===== config.mk =====
export PLATFORM = sky130hd
export DESIGN_NAME = down_counter
export DESIGN_NICKNAME = d
export VERILOG_FILES = /design/src/rtl/down_counter.sv
export SDC_FILE = /design/constraint.sdc
export NUM_CORES = 1
export LEC_CHECK = 0
export ABC_AREA = 1
export ABC_CLOCK_PERIOD_IN_PS = 1400
export BUFFER_PORTS_ARGS = -buffer_cell sky130_fd_sc_hd__clkbuf_2
export CORE_AREA = 2 2 39 41
export DETAILED_ROUTE_END_ITERATION = 7
export DIE_AREA = 0 0 41 43
export GPL_ROUTABILITY_DRIVEN = 0
export SETUP_SLACK_MARGIN = 0.3
export SLEW_MARGIN = 10
export SYNTH_ARGS = -nofsm -noshare
export SYNTH_HDL_FRONTEND = slang
export SYNTH_SLANG_ARGS = --single-unit

===== constraint.sdc =====
create_clock -name clk -period 1.4 [get_ports clk]
set_input_delay 0.14 -clock clk [delete_from_list [all_inputs] [get_ports clk]]
set_output_delay 0.14 -clock clk [all_outputs]
set_load 0.05 [all_outputs]

===== src/rtl/down_counter.sv =====
// Loadable down counter with a zero flag; it stops at zero rather than wrapping.
module down_counter #(
  parameter int W = 4
) (
  input  logic         clk,
  input  logic         rst_n,
  input  logic         load,
  input  logic [W-1:0] load_val,
  input  logic         en,
  output logic [W-1:0] count,
  output logic         zero
);

  // Load has priority over decrement; the count holds once it reaches zero.
  always_ff @(posedge clk or negedge rst_n) begin
    if (!rst_n) begin
      count <= '0;
    end else if (load) begin
      count <= load_val;
    end else if (en && (count != '0)) begin
      count <= count - W'(1);
    end
  end

  assign zero = (count == '0);

endmodule


==> results.toml, run 1 <==
[sta]
slew_viol_final = 0
hold_viol_final = 0
finalSetupTns_ps = 0
rsz0062_at_grt = "yes"
setup_viol = 0
worst_slew_pin_slew_ps = 275
fin_crit_ps = 1280
finClkSkew_ps = 3.23
min_period_over_period_pct = 91.5
timing.slew.headroom_pct = 81.8
timing.fmax_ghz = 0.780

[worst_hold_path]
min_to = "count[3]"
hp-start = "load_val[3]"
hp-class = "in2reg"
worstHoldPathCells = 5

[logic_synthesis]
synth_seq_cells = 4
synth_edf_count = 0
syn_area_per_cell_um2 = 6.42
synthTopCellsByArea = "dfrtp_1, nand2_1, inv_1, nand3_1, nand3b_1"
synth_area_leader_cell = "dfrtp_1"
synth_seq_area_share_pct = 33.9
synth.top_cell.area_share_pct = 33.9
ys_warn_count = 0
synth_cell_type_count = 13
async_flop_share_pct = 100
ys.flop_type = "dfrtp_1"
syn_inst = 46
syn_nets = 55
syn_area_um2 = 295
yosysMostFrequentCell = "nand2_1"
synth_common_cells = "nand2_1, inv_1, dfrtp_1"

[layout]
largest_reg_flops = 4
final_cells = 83
fillers = 151
top_register = "count"
drive_gt1_share_pct = 55.2
nets = 78
top_regs = "count: 4 flops"
antenna_cells = 0
syn_to_final_growth_pct = 76.7

[routing]
route.detailed.drc = 0
viasPerCell = 4.28
wl_um = 748
vias = 355
drt_iter0_drc = 1
drt_pass1_iterations = 4
wl_per_cell_um = 9.01
ant_nets = 0

[power_and_ir_drop]
power_frac_clock_pct = 21.1
p_leak_nw = 0.278
switchingPower_mw = 0.321
powerDensity_nw_per_um2 = 1400
p_sw_share_pct = 43.9
ir_worst_vdd_v = 0.000528
power.share.sequential_pct = 23.1
p_comb_share_pct = 55.8
intPower_mw = 0.411

[worst_setup_path]
critical_path_required_ps = 1260
slowest_stage = "dfrtp_2"
worstPathMaxFanout = 3
startpoint_type = "flop"
path_buf_inv = 3
cp.arrival_ps = 1140
crit_chain = "inv_2 -> ha_4 -> nand2_4 -> clkinvlp_4 -> clkbuf_16"
critPathTopFamily = "flip-flops"
worst-setup-path-type = "reg2out"
rr_worst_depth = 8
end_kind = "primary output"
max_stage_delay_ps = 400
worst-r2r-setup-slack_ps = 210
r2r-start = "count[1]"
r2r_end = "count[0]"

[placed_design]
hpwlAfterDp_um = 536
io_buffers = 12
dpl.cell_count = 74

[global_routing]
grtUsageTotal_pct = 10.3
gr-total-overflow = 0
antenna_found_initial = 0
grt_max_degree = 9
first_global_vias = 319
grt_pass1_wl_um = 1160

[cts]
cts_tree = "yes"
cts.sinks = 4
path_clk_slew_ps = 40
clk_latency_ps = 250
htreeDepth = 1
cts_buffers = 3
root_buffer = "clkbuf_4"
clockBufferDepth = 2

[die]
die_w_um = 41
rows = 14
die_area_um2 = 1760
dieHeight_um = 43
core_um2 = 1380
ios = 13
initial_core_util_pct = 21.3

[outcome]
outcome = "finished clean"

[run]
drv_cap = 0
[metrics by stage]
| step | power, mW | hold WS, ps | utilization (%) | area (um2) | setup WS, ps |
|---|---|---|---|---|---|
| floorplan | 0.412 | -156 | - | 322 | 163 |
| global placement | 0.481 | -48.2 | 29.0 | 402 | 225 |
| detailed placement | 0.481 | -46.2 | 29.0 | 402 | 219 |
| CTS | 0.699 | 193 | 35.2 | 487 | 105 |
| global route | 0.778 | 221 | 37.7 | 522 | 78.1 |
| finish | 0.732 | 191 | 37.7 | 522 | 119 |
[cells in the final DEF, fill, tap and decap left out]
| cell type | instances |
|---|---|
| nand3_1 | 3 |
| nand2_2 | 3 |
| clkbuf_2 | 8 |
| inv_1 | 2 |
| nand2_1 | 18 |
| nor2_2 | 2 |
| o21ai_0 | 2 |
| nand2_4 | 3 |
| clkinvlp_4 | 1 |
| nor2_1 | 1 |
| clkbuf_16 | 1 |
| clkinv_1 | 1 |
| buf_4 | 5 |
| inv_2 | 3 |
| ha_4 | 1 |
| nand3b_1 | 2 |
| dfrtp_2 | 4 |
| buf_6 | 2 |
| clkbuf_4 | 4 |
| dlygate4sd3_1 | 1 |
[worst register-to-register path, cell delays in order, from the launching register on]
cell and delay [ps]:
dfrtp_2 400, inv_2 70, ha_4 150, nand2_4 50
buf_4 140, nand2_4 100, nand2_4 70, nand2_2 60
nand2_1 40
[kinds of logic (layout without fill, tap and decap cells)]
kind of cell / Yosys count / after routing / share of synthesized area [%]
flip-flops: 4 / 4 / 33.9
buffers and inverters: 7 / 28 / 8.90
adder cells (fa/ha/maj): 1 / 1 / 4.24
AO/OA/AOI/OAI: 2 / 2 / 3.39
AND/OR/NAND/NOR: 32 / 32 / 49.6
[worst max path at each step]
stage / start / end / slack [ps] / cells past startpoint
floorplan: count[0] / zero / 160 / 4
global placement: count[0] / zero / 220 / 5
detailed placement: count[0] / zero / 220 / 5
CTS: count[0] / zero / 100 / 5
global route: count[0] / zero / 80 / 5
finish: count[1] / zero / 120 / 5
[what timing repair did]
item | in CTS | in global routing
pin swaps | 2 | 3
hold buffers | 1 | 0
hold endpoints to repair | 4 | 0
gates resized for setup | 4 | 14
setup endpoints to repair | 3 | 8
buffers inserted | 4 | 1
[layout make-up]
type                       count  area [um2]  share of cell area, %
clock buffer                   3        22.5                   4.32
inverter                       7        30.0                   5.76
multi-input combinational     35         201                   38.6
sequential                     4         105                   20.1
tap                           16        20.0                   3.84
timing repair buffer          18         143                   27.3
[layer usage]
layer	share of wire, %	global-route usage [%]
met2	51	16.3
met1	41	9.45
met5	0	0
met4	0	2.00
met3	7.9	9.42
[power groups by stage]
| stage | logic, mW | clock network [mW] | registers, mW |
|---|---|---|---|
| after floorplan | 0.157 | 0 | 0.255 |
| after CTS | 0.371 | 0.159 | 0.169 |
| final | 0.408 | 0.155 | 0.169 |
| after detailed placement | 0.306 | 0 | 0.175 |
| after global routing | 0.436 | 0.167 | 0.175 |
| after global placement | 0.306 | 0 | 0.175 |
(Power assumes the default switching activity.)
==> run 2: changes to the inputs <==
Settings changed: REMOVE_ABC_BUFFERS from default to 1.
==> results.toml, run 2 (synthesis gave the netlist of run 1 again) <==
[outcome]
outcome = "finished clean"

[layout]
top_register = "count"
final_core_util_pct = 39.6
nets = 80
final_common_cell = "nand2_1"
top_regs = "count: 4 flops"
fillers = 157
largest_reg_flops = 4
drive_gt1_share_pct = 53.6
final_cell_mix = "nand2_1, clkbuf_2, buf_4"
syn_to_final_growth_pct = 85.6
antenna_cells = 0

[global_routing]
grt_pass1_wl_um = 1360
gr-total-overflow = 0
first_global_vias = 361
grt_util_met1_pct = 11.7
gr-usage-met2_pct = 19.7
grtUsageTotal_pct = 11.2
grt.busiest_layer = "met2"
antenna_found_initial = 0
grt_max_degree = 9
met3_usage_pct = 1.57

[power_and_ir_drop]
ir_worst_vdd_v = 0.000470
p_leak_nw = 0.302
total_power_mw = 0.761
powerDensity_nw_per_um2 = 1390

[routing]
ant_nets = 0
drt_iter0_drc = 1
viasPerCell = 4.19
route.detailed.drc = 0
drt_pass1_iterations = 2
wl_per_cell_um = 9.84
vias = 356
wl_um = 836

[sta]
fin_crit_ps = 1250
rsz0062_at_grt = "yes"
hold_viol_final = 0
worst_slew_pin_slew_ps = 247
min_period_over_period_pct = 88.9
setup_viol = 0
finClkSkew_ps = 0.766
slew_viol_final = 0
timing.hold.ws_ps = 220
timing.fmax_ghz = 0.803
finalSetupTns_ps = 0
timing.slew.headroom_pct = 83.7

[cts]
cts_tree = "yes"
clockBufferDepth = 2
cts_buffers = 3
clk_latency_ps = 230
htreeDepth = 1
cts.sinks = 4
root_buffer = "clkbuf_4"
path_clk_slew_ps = 40

[run]
drv_cap = 0

[die]
rows = 14
initial_core_util_pct = 21.3
core_um2 = 1380
ios = 13
die_area_um2 = 1760
die_w_um = 41
dieHeight_um = 43

[worst_setup_path]
end_kind = "primary output"
cp.arrival_ps = 1110
startpoint_type = "flop"
critical_path_required_ps = 1260
worstPathMaxFanout = 2
worst-setup-path-type = "reg2out"

[worst_hold_path]
hp-class = "in2reg"

[placed_design]
hpwlAfterDp_um = 543
io_buffers = 12
-- run 2: layer usage --
layer  up-vias  routed length, um  part of all wire (%)
met5         -                  0                     0
met1       165                343                    41
met2         6                466                    56
met4         0                  0                     0
li1        185                  -                     -
met3         0                 26                   3.1
-- run 2: timing repair --
action / 4_1_cts / 5_1_grt
hold endpoints to repair: 4 / 0
hold buffers: 1 / 0
setup endpoints to repair: 6 / 8
buffers inserted: 5 / 2
pin swaps: 2 / 1
cloned: 0 / 0
gates resized for setup: 13 / 17
-- run 2: critical path: stages, from the launching register on --
cell and delay [ps]:
dfrtp_1 390, inv_2 80, ha_4 150, nand2_4 50, inv_2 50, clkbuf_16 150
-- run 2: final cells by class --
type / instances / area (um2) / share of cell area, %
multi-input combinational: 35 / 209 / 38.1
timing repair buffer: 20 / 169 / 30.8
sequential: 4 / 101 / 18.5
inverter: 7 / 26.3 / 4.79
clock buffer: 3 / 22.5 / 4.11
tap: 16 / 20.0 / 3.65
-- run 2: metrics by stage --
stage	setup slack [ps]	cells	area, um2
2_1_floorplan	-63.6	46	295
5_1_grt	120	85	548
3_3_place_gp	185	74	375
6_report	155	85	548
4_1_cts	172	83	494
3_5_place_dp	160	74	375
-- run 2: final timing paths --
path / from / endpoint / slack, ps / cells after the start
worst max register to register: count[1] / count[2] / 200 / 8
worst min-delay path: load_val[3] / count[3] / 220 / 5
worst min register to register: count[2] / count[2] / 630 / 2
max in group asynchronous: rst_n / count[2] / 1020 / 2
worst max-delay path: count[1] / zero / 150 / 5
min in group asynchronous: rst_n / count[3] / 250 / 2
-- run 2: power breakdown --
part	internal, mW	switching (mW)
logic	0.198	0.250
registers	0.141	0.0347
clock network	0.0955	0.0418
==> run 3: changes to the inputs <==
Settings changed: CELL_PAD_IN_SITES_DETAIL_PLACEMENT from default to 0, CELL_PAD_IN_SITES_GLOBAL_PLACEMENT from default to 1, PLACE_DENSITY_LB_ADDON from default to 0.1, RECOVER_POWER from default to 100.
==> results.toml, run 3 (synthesis gave the netlist of run 1 again) <==
[worst_hold_path]
worstHoldPathCells = 5
min_to = "count[0]"
hp-start = "load_val[0]"
hp-class = "in2reg"

[worst_setup_path]
worstPathMaxFanout = 3
max_stage_delay_ps = 380
crit_chain = "inv_1 -> ha_4 -> nand2_4 -> inv_2 -> clkbuf_16"
r2r-start = "count[0]"
critical_path_required_ps = 1260
end_kind = "primary output"
rr_worst_depth = 10
critPathLaunch = "count[0]"
cp.arrival_ps = 1150
startpoint_type = "flop"
r2r_end = "count[2]"
worst-r2r-setup-slack_ps = 170
slowest_stage = "dfrtp_1"
worst-setup-path-type = "reg2out"

[layout]
largest_reg_flops = 4
antenna_cells = 0
final_cells = 83
nets = 78
fillers = 161
drive_gt1_share_pct = 43.3
final_common_cell = "nand2_1"
final_cell_mix = "nand2_1, clkbuf_2, buf_4"
top_register = "count"
fin_area_um2 = 485
final_core_util_pct = 35.1
syn_to_final_growth_pct = 64.4
top_regs = "count: 4 flops"

[placed_design]
io_buffers = 12
dpl.cell_count = 74
hpwlAfterDp_um = 576
place_area_um2 = 375

[power_and_ir_drop]
powerDensity_nw_per_um2 = 1410
ir_worst_vdd_v = 0.000528
p_leak_nw = 0.277

[routing]
ant_nets = 0
vias = 350
route.detailed.drc = 0
viasPerCell = 4.22
wl_per_cell_um = 9.57
drt_pass1_iterations = 4
wl_um = 794
drt_iter0_drc = 3

[die]
dieHeight_um = 43
ios = 13
die_area_um2 = 1760
die_w_um = 41
initial_core_util_pct = 21.3
rows = 14
core_um2 = 1380

[global_routing]
gr-total-overflow = 0
grt_pass1_wl_um = 1340
antenna_found_initial = 0
first_global_vias = 329
grt_max_degree = 9
grtUsageTotal_pct = 11.8

[cts]
cts_tree = "yes"
root_buffer = "clkbuf_4"
clockBufferDepth = 2
clk_latency_ps = 230
cts.sinks = 4
cts_buffers = 3
htreeDepth = 1
path_clk_slew_ps = 40

[run]
drv_cap = 0

[sta]
fin_crit_ps = 1290
rsz0062_at_grt = "yes"
worst_slew_pin_slew_ps = 289
timing.slew.headroom_pct = 80.8
min_period_over_period_pct = 92.2
slew_viol_final = 0
setup_viol = 0
hold_viol_final = 0
timing.fmax_ghz = 0.775
finClkSkew_ps = 2.87

[outcome]
outcome = "finished clean"
## run 3: layout make-up
cell class / instances / area (um2) / share of cell area [%]
timing repair buffer: 18 / 126 / 26.0
inverter: 7 / 26.3 / 5.41
multi-input combinational: 35 / 189 / 38.9
clock buffer: 3 / 22.5 / 4.64
sequential: 4 / 101 / 20.9
tap: 16 / 20.0 / 4.12
## run 3: routing by layer
layer,vias to the layer above,wire length [um],GRT usage (%)
li1,183,-,-
met1,162,353,15.6
met2,5,422,15.9
met3,0,19,3.14
met4,0,0,8.00
met5,-,0,0
## run 3: where the power goes
part / switching [mW] / total [mW] / internal (mW)
sequential: 0.0274 / 0.169 / 0.141
clock: 0.0444 / 0.140 / 0.0957
combinational: 0.232 / 0.378 / 0.146
total: 0.304 / 0.687 / 0.382
## run 3: critical path: cells and delay by family, from the launching register on
family	cells	cell delay, ps
adders and majority gates	1	160
DFF	1	380
buffers and inverters	3	330
and+or+nand+nor	1	40
## run 3: worst max-delay path by stage
stage          cells past startpoint       end  slack (ps)
2_1_floorplan                      4      zero         -60
3_3_place_gp                       5      zero         170
3_5_place_dp                       5      zero         150
4_1_cts                            5      zero         140
5_1_grt                           10  count[2]          60
6_report                           5      zero         110
## run 3: repair_timing
action | 4_1_cts | 5_1_grt
pin swaps | 2 | 1
hold buffers | 1 | 0
buffers inserted | 4 | 1
endpoints found under the hold margin | 4 | 0
endpoints found under the setup margin | 6 | 9
gates resized for setup | 10 | 13
## run 3: through the flow
stage          total power, mW  setup slack, ps  hold slack [ps]  TNS [ps]
2_1_floorplan            0.377            -63.6             -156     -93.3
5_1_grt                  0.746             55.5              263         0
6_report                 0.687              110              215         0
3_5_place_dp             0.450              151            -48.5         0
4_1_cts                  0.692              138              214         0
3_3_place_gp             0.455              168            -48.6         0
